<file path="config.mk">
export PLATFORM = sky130hd
export DESIGN_NAME = gmii_rx_frame_check
export DESIGN_NICKNAME = d
export VERILOG_FILES = /design/src/rtl/eth_pkg.sv /design/src/rtl/crc32_d8.sv /design/src/rtl/gmii_rx_frame_check.sv
export SDC_FILE = /design/constraint.sdc
export NUM_CORES = 1
export LEC_CHECK = 0
export ABC_CLOCK_PERIOD_IN_PS = 3300
export CELL_PAD_IN_SITES_DETAIL_PLACEMENT = 1
export CELL_PAD_IN_SITES_GLOBAL_PLACEMENT = 1
export CORE_ASPECT_RATIO = 1.4
export CORE_MARGIN = 3
export CORE_UTILIZATION = 45
export CTS_BUF_LIST = sky130_fd_sc_hd__clkbuf_4 sky130_fd_sc_hd__clkbuf_8
export DETAILED_ROUTE_END_ITERATION = 8
export MAX_ROUTING_LAYER = met4
export PLACE_DENSITY_LB_ADDON = 0.1
export SETUP_SLACK_MARGIN = 0.02
export SYNTH_ARGS = -nofsm -noshare
export SYNTH_HDL_FRONTEND = slang
export SYNTH_SLANG_ARGS = --single-unit
</file>
<file path="constraint.sdc">
create_clock -name gmii_rx_clk -period 3.3 [get_ports gmii_rx_clk]
set_input_delay 0.495 -clock gmii_rx_clk [delete_from_list [all_inputs] [get_ports gmii_rx_clk]]
set_output_delay 0.495 -clock gmii_rx_clk [all_outputs]
set_load 0.02 [all_outputs]
</file>
<file path="src/rtl/eth_pkg.sv">
`default_nettype none
// ============================================================================
//  Module      : eth_pkg
//  Description : Shared Ethernet constants for the GMII receive/transmit path:
//                reflected CRC32 polynomial and residue, preamble/SFD bytes,
//                broadcast MAC, frame-check FSM state encodings and a helper
//                that extracts one byte of a MAC address in wire order.
//  Revision    : 1.0  initial release
// ============================================================================
package eth_pkg;

  localparam logic [31:0] CRC_POLY_REFL = 32'hEDB88320;
  localparam logic [31:0] CRC_INIT      = 32'hFFFFFFFF;
  // Register value left after running a correct frame through the CRC,
  // FCS bytes included.
  localparam logic [31:0] CRC_RESIDUE   = 32'hDEBB20E3;

  localparam logic [7:0]  PREAMBLE_BYTE = 8'h55;
  localparam logic [7:0]  SFD_BYTE      = 8'hD5;
  localparam logic [47:0] BCAST_MAC     = 48'hFF_FF_FF_FF_FF_FF;

  localparam logic [1:0]  ST_IDLE       = 2'd0;
  localparam logic [1:0]  ST_PREAMBLE   = 2'd1;
  localparam logic [1:0]  ST_DATA       = 2'd2;
  localparam logic [1:0]  ST_DROP       = 2'd3;

  typedef struct packed {
    logic rx_er;
    logic da_miss;
    logic len_err;
    logic crc_err;
  } frame_err_t;

  // Byte idx of a MAC address as it appears on the wire (idx 0 = MSB byte).
  function automatic logic [7:0] mac_byte(input logic [47:0] mac, input logic [2:0] idx);
    logic [47:0] w_shifted;
    w_shifted = mac << (6'd8 * idx);
    return w_shifted[47:40];
  endfunction

endpackage
`default_nettype wire

</file>
<file path="src/rtl/crc32_d8.sv">
`default_nettype none
// ============================================================================
//  Module      : crc32_d8
//  Description : Combinational one-byte step of the Ethernet CRC32
//                (reflected polynomial, data consumed LSB first).
//  Ports       : crc_in  [31:0] current CRC register
//                data    [7:0]  byte to absorb
//                crc_out [31:0] CRC register after the byte
//  Revision    : 1.0  initial release
// ============================================================================
module crc32_d8
  import eth_pkg::*;
(
  input  logic [31:0] crc_in,
  input  logic [7:0]  data,
  output logic [31:0] crc_out
);

  always_comb begin
    crc_out = crc_in;
    for (int i = 0; i < 8; i++) begin
      if (crc_out[0] ^ data[i]) begin
        crc_out = (crc_out >> 1) ^ CRC_POLY_REFL;
      end else begin
        crc_out = crc_out >> 1;
      end
    end
  end

endmodule
`default_nettype wire

</file>
<file path="src/rtl/gmii_rx_frame_check.sv">
`default_nettype none
// ============================================================================
//  Module      : gmii_rx_frame_check
//  Description : GMII receive frame qualifier. Strips preamble/SFD, checks
//                CRC32 on the fly, withholds the 4 FCS bytes via a 4-deep
//                delay line, filters destination MAC and frame length and
//                reports a per-frame verdict with good/bad counters.
//  Ports       : gmii_rx_clk            125 MHz receive clock (only clock)
//                sys_rst                synchronous active-high reset
//                gmii_rx_dv/_er/rxd     GMII receive interface
//                out_valid/out_data     frame bytes DA..payload (FCS removed)
//                out_sof                first DA byte marker
//                frame_done             one-cycle end-of-frame pulse
//                frame_good/frame_err   verdict {rx_er,da_miss,len_err,crc_err}
//                good_cnt/bad_cnt       wrapping frame counters
//  Revision    : 1.0  initial release
// ============================================================================
module gmii_rx_frame_check
  import eth_pkg::*;
#(
  parameter logic [47:0] BOARD_MAC   = 48'h00_11_22_33_44_55,
  parameter bit          ALLOW_BCAST = 1'b1,
  parameter int          PRE_MIN     = 1,
  parameter int          MIN_LEN     = 64,
  parameter int          MAX_LEN     = 1518
) (
  input  logic        gmii_rx_clk,
  input  logic        sys_rst,
  input  logic        gmii_rx_dv,
  input  logic        gmii_rx_er,
  input  logic [7:0]  gmii_rxd,
  output logic        out_valid,
  output logic [7:0]  out_data,
  output logic        out_sof,
  output logic        frame_done,
  output logic        frame_good,
  output logic [3:0]  frame_err,
  output logic [15:0] good_cnt,
  output logic [15:0] bad_cnt
);

  localparam logic [3:0]  c_pre_min  = 4'(PRE_MIN);
  localparam logic [10:0] c_min_len  = 11'(MIN_LEN);
  localparam logic [10:0] c_max_len  = 11'(MAX_LEN);
  localparam logic [10:0] c_cnt_max  = 11'h7FF;

  logic [1:0]  r_state;
  logic [3:0]  r_pre_cnt;
  logic [31:0] r_crc;
  logic [10:0] r_byte_cnt;
  logic [7:0]  r_dly [4];
  logic        r_ucast_hit;
  logic        r_bcast_hit;
  logic        r_rx_er;

  logic [31:0] w_crc_next;
  logic        w_data_byte;
  frame_err_t  w_err;

  crc32_d8 u_crc (
    .crc_in  (r_crc),
    .data    (gmii_rxd),
    .crc_out (w_crc_next)
  );

  assign w_data_byte = (r_state == ST_DATA) && gmii_rx_dv;

  // Verdict as it stands when dv drops; only latched on the frame_done cycle.
  always_comb begin
    w_err.rx_er   = r_rx_er;
    w_err.da_miss = (r_byte_cnt < 11'd6) ||
                    !(r_ucast_hit || (ALLOW_BCAST && r_bcast_hit));
    w_err.len_err = (r_byte_cnt < c_min_len) || (r_byte_cnt > c_max_len);
    w_err.crc_err = (r_crc != CRC_RESIDUE);
  end

  // Frame-level FSM, verdict and counters.
  always_ff @(posedge gmii_rx_clk) begin
    if (sys_rst) begin
      r_state    <= ST_IDLE;
      r_pre_cnt  <= 4'd0;
      frame_done <= 1'b0;
      frame_good <= 1'b0;
      frame_err  <= 4'd0;
      good_cnt   <= 16'd0;
      bad_cnt    <= 16'd0;
    end else begin
      frame_done <= 1'b0;
      case (r_state)
        ST_IDLE: begin
          if (gmii_rx_dv) begin
            if (gmii_rxd == PREAMBLE_BYTE) begin
              r_state   <= ST_PREAMBLE;
              r_pre_cnt <= 4'd1;
            end else begin
              r_state <= ST_DROP;
            end
          end
        end
        ST_PREAMBLE: begin
          if (!gmii_rx_dv) begin
            r_state <= ST_IDLE;
          end else if (gmii_rxd == PREAMBLE_BYTE) begin
            if (r_pre_cnt != 4'hF) begin
              r_pre_cnt <= r_pre_cnt + 4'd1;
            end
          end else if ((gmii_rxd == SFD_BYTE) && (r_pre_cnt >= c_pre_min)) begin
            r_state <= ST_DATA;
          end else begin
            r_state <= ST_DROP;
          end
        end
        ST_DATA: begin
          if (!gmii_rx_dv) begin
            r_state    <= ST_IDLE;
            frame_done <= 1'b1;
            frame_good <= (w_err == 4'd0);
            frame_err  <= w_err;
            if (w_err == 4'd0) begin
              good_cnt <= good_cnt + 16'd1;
            end else begin
              bad_cnt <= bad_cnt + 16'd1;
            end
          end
        end
        default: begin
          if (!gmii_rx_dv) begin
            r_state <= ST_IDLE;
          end
        end
      endcase
    end
  end

  // Byte datapath: CRC, byte count, DA match, rx_er and FCS hold-back.
  // Everything reinitialises on any cycle that is not a DATA byte, which
  // covers the single-cycle inter-packet gap as well as the SFD cycle.
  always_ff @(posedge gmii_rx_clk) begin
    if (sys_rst) begin
      r_crc       <= CRC_INIT;
      r_byte_cnt  <= 11'd0;
      r_ucast_hit <= 1'b1;
      r_bcast_hit <= 1'b1;
      r_rx_er     <= 1'b0;
      for (int k = 0; k < 4; k++) begin
        r_dly[k] <= 8'd0;
      end
      out_valid   <= 1'b0;
      out_sof     <= 1'b0;
      out_data    <= 8'd0;
    end else if (w_data_byte) begin
      r_crc      <= w_crc_next;
      r_byte_cnt <= (r_byte_cnt == c_cnt_max) ? r_byte_cnt : r_byte_cnt + 11'd1;
      if (r_byte_cnt < 11'd6) begin
        r_ucast_hit <= r_ucast_hit && (gmii_rxd == mac_byte(BOARD_MAC, r_byte_cnt[2:0]));
        r_bcast_hit <= r_bcast_hit && (gmii_rxd == mac_byte(BCAST_MAC, r_byte_cnt[2:0]));
      end
      r_rx_er    <= r_rx_er || gmii_rx_er;
      r_dly[0]   <= gmii_rxd;
      r_dly[1]   <= r_dly[0];
      r_dly[2]   <= r_dly[1];
      r_dly[3]   <= r_dly[2];
      // The byte leaving the delay line is four bytes old, so the last four
      // bytes of a frame (the FCS) are still inside it when dv drops.
      out_valid  <= (r_byte_cnt >= 11'd4);
      out_sof    <= (r_byte_cnt == 11'd4);
      out_data   <= r_dly[3];
    end else begin
      r_crc       <= CRC_INIT;
      r_byte_cnt  <= 11'd0;
      r_ucast_hit <= 1'b1;
      r_bcast_hit <= 1'b1;
      r_rx_er     <= 1'b0;
      for (int k = 0; k < 4; k++) begin
        r_dly[k] <= 8'd0;
      end
      out_valid   <= 1'b0;
      out_sof     <= 1'b0;
    end
  end

endmodule
`default_nettype wire

</file>
# After elaboration in Yosys (flattened, before gate mapping)
# Memories as Yosys holds them, arrays and structs flattened. A register that Yosys moved wholly into a read port is not among the register bits.
# Cells that the tools add are included.
[word_totals]
mem_bits_rw = 32
mem_count = 1
ff_bits = 92
word_cells = 128
in_bits = 12
output_inout_bits = 48
[memory_table]
columns = ["memory", "depth", "width", "rd", "rd_clocked_by_memory_dff", "wr", "line", "text"]
rows = [
  ["r_dly", 4, 8, 4, 1, 4, "gmii_rx_frame_check.sv:51", "logic [7:0] r_dly [4];"],
]
[op_classes]
muxes = 38
n_shift = 2
order_cmp = 5
n_eq_ne = 17
n_reduce_logical = 19
n_bitwise = 28
add_sub_neg = 4
[op_table]
columns = ["op", "n"]
rows = [
  ["$mux W32", 8],
  ["$not A13 Y14", 8],
  ["$mux W8", 8],
  ["$shl A37 B6 Y48 const A", 1],
  ["$shl A48 B6 Y48 const A", 1],
  ["$add A16 B1 Y16 const B", 2],
  ["$ne A32 B32 Y1 const B", 1],
  ["$mux W4", 5],
  ["$eq A8 B8 Y1", 2],
  ["$add A11 B1 Y11 const B", 1],
  ["$eq A11 B11 Y1 const B", 1],
  ["$eq A11 B3 Y1 const B", 1],
  ["$ge A11 B3 Y1 const B", 1],
  ["$gt A11 B11 Y1 const B", 1],
  ["$lt A11 B3 Y1 const B", 1],
  ["$lt A11 B7 Y1 const B", 1],
  ["$mux W1", 10],
  ["$mux W2", 5],
  ["$ne A2 B2 Y1 const B", 5],
  ["$reduce_and A3 Y1", 3],
  ["$eq A8 B7 Y1 const B", 1],
  ["$eq A8 B8 Y1 const B", 1],
  ["$or A1 B1 Y1", 8],
  ["$pmux W4 S2", 1],
  ["19 further kinds", 36],
]

# Logic depth before layout (Yosys ltp)
# Gate-level depths: netlist of run 1.
[depth]
word_depth = 16
ltp_mapped = 8

# Modules after synthesis
# A second synthesis of run 1 with hierarchy kept.
[unflattened]
cells_unflattened = 621
area_unflattened_um2 = 6263.5
[modules_own_cells]
columns = ["module", "area_each_um2", "n_inst", "cells_each"]
rows = [
  ["gmii_rx_frame_check", 5494.0, 1, 551],
  ["crc32_d8", 769.5, 1, 70],
]

# Least setup slack after synthesis of run 1
# Ideal clock, no wire load.
[synth_path]
path_kind = "reg2reg"
startpoint = "register r_crc[9]"
endpoint = "register good_cnt[12]"
path_buffers = 1
stages_incl_launch_ff = 7
path_slack_ns = 1.006
period_less_slack_ns = 2.294
arrival_time_ns = 2.171
setup_ns = 0.123
path_cell_list = "dfxtp_1 -> nand4bb_1 -> or4_4 -> a2111o_1 -> buf_2 -> nor4_1 -> mux2_1"
[synth_via]
elab_chain_len = 3
[synth_lines]
columns = ["element", "line", "text"]
rows = [
  ["start: declaration", "gmii_rx_frame_check.sv:49", "logic [31:0] r_crc;"],
  ["start signal: assignment", "gmii_rx_frame_check.sv:152", "r_crc <= w_crc_next;"],
  ["$ne A32 B32 Y1", "gmii_rx_frame_check.sv:74", "w_err.crc_err = (r_crc != CRC_RESIDUE);"],
  ["$logic_not A4 Y1", "gmii_rx_frame_check.sv:119", "if (w_err == 4'd0) begin"],
  ["$reduce_and A3 Y1 (no line)", "n/a", ""],
  ["end signal: assignment", "gmii_rx_frame_check.sv:120", "good_cnt <= good_cnt + 16'd1;"],
  ["end: declaration", "gmii_rx_frame_check.sv:38", "output logic [15:0] good_cnt,"],
]
# Every way passes these cells.
# A chain may end at the register's enable or synchronous reset.

# Worst setup path in the final report of run 1
[layout_path]
startpoint = "register r_byte_cnt[2]"
endpoint = "register good_cnt[6]"
[layout_via]
elab_chain_len = 4
word_cells_on_any_way = 7
classes_between = "order compare: 3; reduce/logical: 4"
[layout_lines]
columns = ["element", "line", "text"]
rows = [
  ["start: declaration", "gmii_rx_frame_check.sv:50", "logic [10:0] r_byte_cnt;"],
  ["start signal: assignment", "gmii_rx_frame_check.sv:153", "r_byte_cnt <= (r_byte_cnt == c_cnt_max) ? r_byte_cnt : r_byte_cnt + 11'd1;"],
  ["$lt A11 B7 Y1, or another cell as far along", "gmii_rx_frame_check.sv:73", "w_err.len_err = (r_byte_cnt < c_min_len) || (r_byte_cnt > c_max_len);"],
  ["$logic_or A1 B1 Y1, on equally long branches", "gmii_rx_frame_check.sv:73, gmii_rx_frame_check.sv:71", ""],
  ["$logic_not A4 Y1 *", "gmii_rx_frame_check.sv:119", ""],
  ["$reduce_and A3 Y1 (no line) *", "n/a", ""],
]
# Mark *: on every way between the ends. The rest lies on a longest branch, timed or not.

==> metrics, run 1 <==
status completed; commonest non-fill, non-tap cell in the layout dfxtp_1; Area after DPL between 0.006 and 0.007 sq mm; Avg Cell Area, Syn ~9.5 sq um; Detailed Place HPWL 10.5 mm; # rows 48; ys async rst share 0; Synth Flop Type dfxtp_1; final slew viol count 0; post-synth top area share 0.403; vias in the first global route approximately 5.0k; setup TNS 0 ps; Slew Limit Headroom 0.517; Min Hold Slack around 450 ps; Clk network pwr share 0.400; GRT Util Overall 0.227; Netlist Area Pre-Place slightly below 0.006 sq mm; Tcrit/Tclk final 0.850; P_int 2.47 mW; Reg power frac 0.498; CTS buffer count 17; Ports 60; first-pass GRT wire length around 25 mm; Tmin final around 2800 ps; Routed WL ~15 mm; Synth Instances slightly above 600; DR WL/cell 17.6 um; R2R cell count 6; clk_lat worst skew ~430 ps; yosys warns 0; Vias 4741; fillers about 1.4k; Worst Max-Slew Pin Slew a little over 700 ps; GPL Wtd Cong about 0.9; post-synth cell types between 40 and 50; Pre-Repair DR Iteration Count 4; maxcap violations 0; element type at the critical path start flop; Seq. cell area approximately 0.0028 sq mm; area of the core approximately 0.012 sq mm; Detailed Route Iter0 Violations between 150 and 200; worst min path class flop to flop; RSZ-0062 raised after global routing no; die area between 0.01 and 0.015 sq mm; Yosys reg bits 132; clk_skew 13.5 ps; Final Cell Area around 0.0070 sq mm; antenna violations before repair 0; Synth area leader dfxtp_1; width of the die 102 um; Via-to-Cell Ratio around 5.6; synth top area cells dfxtp_1 (40%), edfxtp_1 (8.3%), xnor2_1 (7.1%); critical path fanouts, max 19; CTS clk-pin slew, worst paths roughly 80 ps; PwrDens between 400 and 500 mW/mm^2; final core utilization 0.561; port buffer count 59; Hold Path Depth 1; combinational power share 0.102; Worst Path Arrival roughly 3200 ps; setup violators final 0; r2r setup slk between 400 and 500 ps; CTS tree built; P_sw around 880 uW; CTS H-tree depth 4; worst-case clock buffer depth 2; crit end category flop; largest net degree at the start of global routing 35; Final ANT Viol Nets 0; nets ~700; Root Driver clkbuf_8; sequential fraction of the synthesis area 0.486; commonest cells after routing, fill and taps aside dfxtp_1 (116), clkdlybuf4s50_1 (58), nand2_1 (53); Worst Setup Path Type flop to flop; setup bufs post-CTS 0; gr ovfl total 0; area grow syn2layout 20.9%; DR DRC count 0; multi-input logic area between 0.002 and 0.003 sq mm; DIE HEIGHT around 140 um; Max Fclk 356 MHz; CP Data Required Time between 3000 and 4000 ps; Leak Pwr ~2.5 nW; Switching Share 0.263; EDFF count, synth 16; number of hold buffers added after cts 0; Clock Sink Count between 100 and 150; Resized Gates After CTS 0; Final Hold Viols 0; Diodes inserted 0; Initial Util 0.464; layout cells sized above 1 0.0751; Peak VDD IR between 0.2 and 0.3 mV
-- state kept, by name, summed over array words and instances (netlist names) --
name	cells
r_byte_cnt	11
r_bcast_hit	1
frame_done	1
r_crc	32
good_cnt	16
out_sof	1
r_ucast_hit	1
frame_err	4
out_valid	1
out_data	8
r_pre_cnt	4
bad_cnt	16
frame_good	1
r_state	2
r_dly	32
r_rx_er	1
-- power by group through the flow --
stage / logic [mW] / clock network [mW] / registers (mW)
floorplan: 0.246 / 0 / 1.70
global placement: 0.331 / 0 / 1.70
detailed placement: 0.340 / 0 / 1.71
CTS: 0.345 / 1.38 / 1.67
global route: 0.378 / 1.45 / 1.67
finish: 0.343 / 1.34 / 1.67
-- per-stage QoR --
| step | power, mW | worst slack, ps | cells |
|---|---|---|---|
| after detailed placement | 2.05 | 247 | 810 |
| after floorplan | 1.95 | 1010 | 624 |
| final | 3.35 | 494 | 842 |
| after global placement | 2.03 | 470 | 810 |
| after global routing | 3.50 | 343 | 842 |
| after CTS | 3.40 | 517 | 842 |
-- path summary, 6_finish.rpt --
check | start | to
setup / recovery | r_byte_cnt[2]$_SDFFE_PN0P_ | good_cnt[6]$_SDFFE_PP0P_
setup reg to reg | r_byte_cnt[2]$_SDFFE_PN0P_ | good_cnt[6]$_SDFFE_PP0P_
hold reg to reg | r_dly[3][0]$_SDFFE_PP0P_ | out_data[0]$_SDFFE_PP0P_
hold / removal | r_dly[3][0]$_SDFFE_PP0P_ | out_data[0]$_SDFFE_PP0P_
-- area by class of cell --
class / count / area share
Multi-Input combinational cell: 446 / 0.410
Sequential cell: 132 / 0.402
Timing Repair Buffer: 71 / 0.0987
Clock buffer: 17 / 0.0336
Tap cell: 150 / 0.0269
Clock inverter: 15 / 0.0224
Inverter: 11 / 0.00592
-- cell usage after synthesis, types with 2 or more instances --
cell / n
clkbuf_1: 33
nand3_1: 18
nand4_1: 12
inv_1: 11
xor2_1: 23
a21oi_1: 41
dfxtp_1: 116
or3_1: 8
ha_1: 7
nor2_1: 36
o31ai_1: 22
or4_1: 25
o21ai_0: 17
nor2b_1: 5
and4b_1: 2
buf_2: 2
nand2_1: 53
and3_1: 40
edfxtp_1: 16
mux2i_1: 3
xnor2_1: 47
xor2_2: 2
nor3_1: 9
a211oi_1: 4
nor4_1: 6
nand4b_1: 4
and2_1: 6
o41ai_1: 2
nand2b_1: 7
nor4b_1: 3
and4_1: 3
a22o_1: 8
a31oi_1: 2
-- logic make-up (layout without fill, tap and decap cells) --
kind of cell,Yosys count,after routing,synth area share
other cells,1,16,0.000650
fa+ha+maj,7,7,0.0152
simple gates,241,241,0.230
compound gates,105,105,0.116
buf+inv,46,114,0.0304
mux,5,5,0.00911
xor+xnor,72,72,0.112
flops,132,132,0.486
-- worst max-delay path: stages (launching register included) --
cell and delay (ps):
dfxtp_1 630, and3_1 300, nand4_1 220, a2111o_1 620, buf_4 290, or4_1 510
a21oi_1 170
-- per-layer routing --
layer,GRT usage,wire length (um)
met4,0.0749,305
met3,0.0419,469
met1,0.267,6220
met5,-,0
met2,0.386,7850
(Power assumes the default switching activity.)
==> run 2, diff against run 1 <==
--- a/config.mk
+++ b/config.mk
@@ -15,6 +15,7 @@
 export DETAILED_ROUTE_END_ITERATION = 8
 export MAX_ROUTING_LAYER = met4
 export PLACE_DENSITY_LB_ADDON = 0.1
+export RECOVER_POWER = 100
 export SETUP_SLACK_MARGIN = 0.02
 export SYNTH_ARGS = -nofsm -noshare
 export SYNTH_HDL_FRONTEND = slang
==> metrics, run 2 (synthesized netlist as in run 1, its figures left out) <==
Resized Gates After CTS 0 (unchanged); commonest cells after routing, fill and taps aside dfxtp_1 (116), nand2_1 (53), dlygate4sd3_1 (53) (was dfxtp_1 (116), clkdlybuf4s50_1 (58), nand2_1 (53)); port buffer count 59 (unchanged); Leak Pwr 2.64 nW (was 2.48 nW); Routed WL 14.8 mm (about the same); Initial Util 0.464 (unchanged); Vias 4772 (was 4741); width of the die 102 um (unchanged); FF-to-FF Start r_byte_cnt[2]$_SDFFE_PN0P_ (unchanged); Worst Setup Slack post-DPL 247 ps (unchanged); setup TNS 0 ps (unchanged); vias in the first global route 5014 (unchanged); Tmin final 2910 ps (was 2810 ps); worst min path class flop to flop (unchanged); Via-to-Cell Ratio 5.67 (was 5.63); CTS tree built (unchanged); Hold Path Depth 1 (unchanged); Tcrit/Tclk final 0.881 (was 0.850); hold path start r_dly[3][0]$_SDFFE_PP0P_ (unchanged); status completed (unchanged); layout cells sized above 1 0.0636 (was 0.0751); met3 global-route usage 0.0419 (unchanged); nets 698 (unchanged); final worst slack 393 ps (was 494 ps); worst-case clock buffer depth 2 (unchanged); area grow syn2layout 19.9% (was 20.9%); number of hold buffers added after cts 0 (unchanged); GRT Util Overall 0.227 (unchanged); Detailed Route Iter0 Violations 205 (was 185); FF-to-FF End good_cnt[6]$_SDFFE_PP0P_ (unchanged); first-pass GRT wire length 25.2 mm (unchanged); antenna violations before repair 0 (unchanged); clk_skew 10.6 ps (was 13.5 ps); Final Hold Viols 0 (unchanged); CTS buffer count 17 (unchanged); DIE HEIGHT 140 um (unchanged); Min Hold Slack 449 ps (was 446 ps); met2 Use GR 0.386 (unchanged); R2R cell count 6 (unchanged); largest net degree at the start of global routing 35 (unchanged); Final ANT Viol Nets 0 (unchanged); setup violators final 0 (unchanged); Worst Setup Path Type flop to flop (unchanged); r2r setup slk 390 ps (was 490 ps); Worst Max-Slew Pin Slew 1180 ps (was 706 ps); CTS clk-pin slew, worst paths 80 ps (about the same); Slew Limit Headroom 0.211 (was 0.517); # rows 48 (unchanged); CTS H-tree depth 4 (unchanged); Diodes inserted 0 (unchanged); Detailed Place HPWL 10.5 mm (unchanged); Pre-Repair DR Iteration Count 4 (unchanged); DR DRC count 0 (unchanged); gr ovfl total 0 (unchanged); GPL Wtd Cong 0.895 (unchanged); RSZ-0062 raised after global routing no (unchanged); die area 0.0142 sq mm (unchanged); PwrDens 483 mW/mm^2 (was 481 mW/mm^2); commonest non-fill, non-tap cell in the layout dfxtp_1 (unchanged); critical path fanouts, max 19 (unchanged); biggest regs r_crc x32, r_dly x32 (unchanged); Root Driver clkbuf_8 (unchanged); met1 usage 0.267 (unchanged); final slew viol count 0 (unchanged); Max Fclk 344 MHz (was 356 MHz); Peak VDD IR 0.250 mV (was 0.252 mV); CP Data Required Time 3650 ps (about the same); Clock Sink Count 132 (unchanged); clk_lat worst skew 420 ps (was 430 ps); DR WL/cell 17.6 um (about the same); setup bufs post-CTS 0 (unchanged); Ports 60 (unchanged); crit end category flop (unchanged); maxcap violations 0 (unchanged); area of the core 0.0124 sq mm (unchanged); Worst Hold Path EP out_data[0]$_SDFFE_PP0P_ (unchanged); Worst Path Arrival 3260 ps (was 3160 ps); most used routing layer met2 (unchanged); element type at the critical path start flop (unchanged)
[run 2: cell count changes in the layout (fill, tap and decap cells not counted), moves of 2 or more]
cell,change
clkdlybuf4s50_1,-53
dlygate4sd3_1,+53
buf_4,-5
clkbuf_1,+4
xor2_1,+2
xor2_2,-2
[run 2: how the worst max path moves through the flow]
stage	from	to	slack (ps)	cells past startpoint
after floorplan	r_crc[9]$_SDFF_PN1_	good_cnt[12]$_SDFFE_PP0P_	1010	6
after global placement	gmii_rxd[5]	r_pre_cnt[2]$_SDFFE_PP0P_	470	6
after detailed placement	gmii_rxd[5]	r_pre_cnt[2]$_SDFFE_PP0P_	250	6
after CTS	r_byte_cnt[2]$_SDFFE_PN0P_	good_cnt[6]$_SDFFE_PP0P_	520	6
after global routing	r_byte_cnt[2]$_SDFFE_PN0P_	good_cnt[4]$_SDFFE_PP0P_	190	6
final	r_byte_cnt[2]$_SDFFE_PN0P_	good_cnt[6]$_SDFFE_PP0P_	390	6
[run 2: final cells by class]
class	count	area, sq um
Clock inverter	15	156
Multi-Input combinational cell	446	2830
Sequential cell	132	2800
Fill cell	1396	5510
Timing Repair Buffer	71	671
Clock buffer	17	234
Tap cell	150	188
Inverter	11	41.3
[run 2: power breakdown]
part | total (mW) | switching (mW) | internal (mW)
Combinational | 0.335 | 0.194 | 0.141
Sequential | 1.67 | 0.0196 | 1.65
Clock | 1.34 | 0.663 | 0.677
[run 2: per-layer routing]
| metal | share of wire | vias to the layer above |
|---|---|---|
| li1 | - | 2312 |
| met1 | 0.42 | 2352 |
| met2 | 0.53 | 85 |
| met3 | 0.031 | 23 |
| met4 | 0.023 | 0 |
| met5 | 0 | - |
[run 2: critical path, stage by stage (launching register included)]
cell and delay, ps:
dfxtp_1 630, and3_1 300, nand4_1 160, a2111o_1 590
clkbuf_1 390, or4_1 590, a21oi_1 170
[run 2: per-stage QoR]
step	utilization	total power, mW	std cells	cell area, sq um
2_1_floorplan	-	1.95	624	5820
3_3_place_gp	0.529	2.03	810	6580
3_5_place_dp	0.529	2.05	810	6580
4_1_cts	0.561	3.40	842	6970
5_1_grt	0.556	3.50	842	6920
6_report	0.556	3.34	842	6920
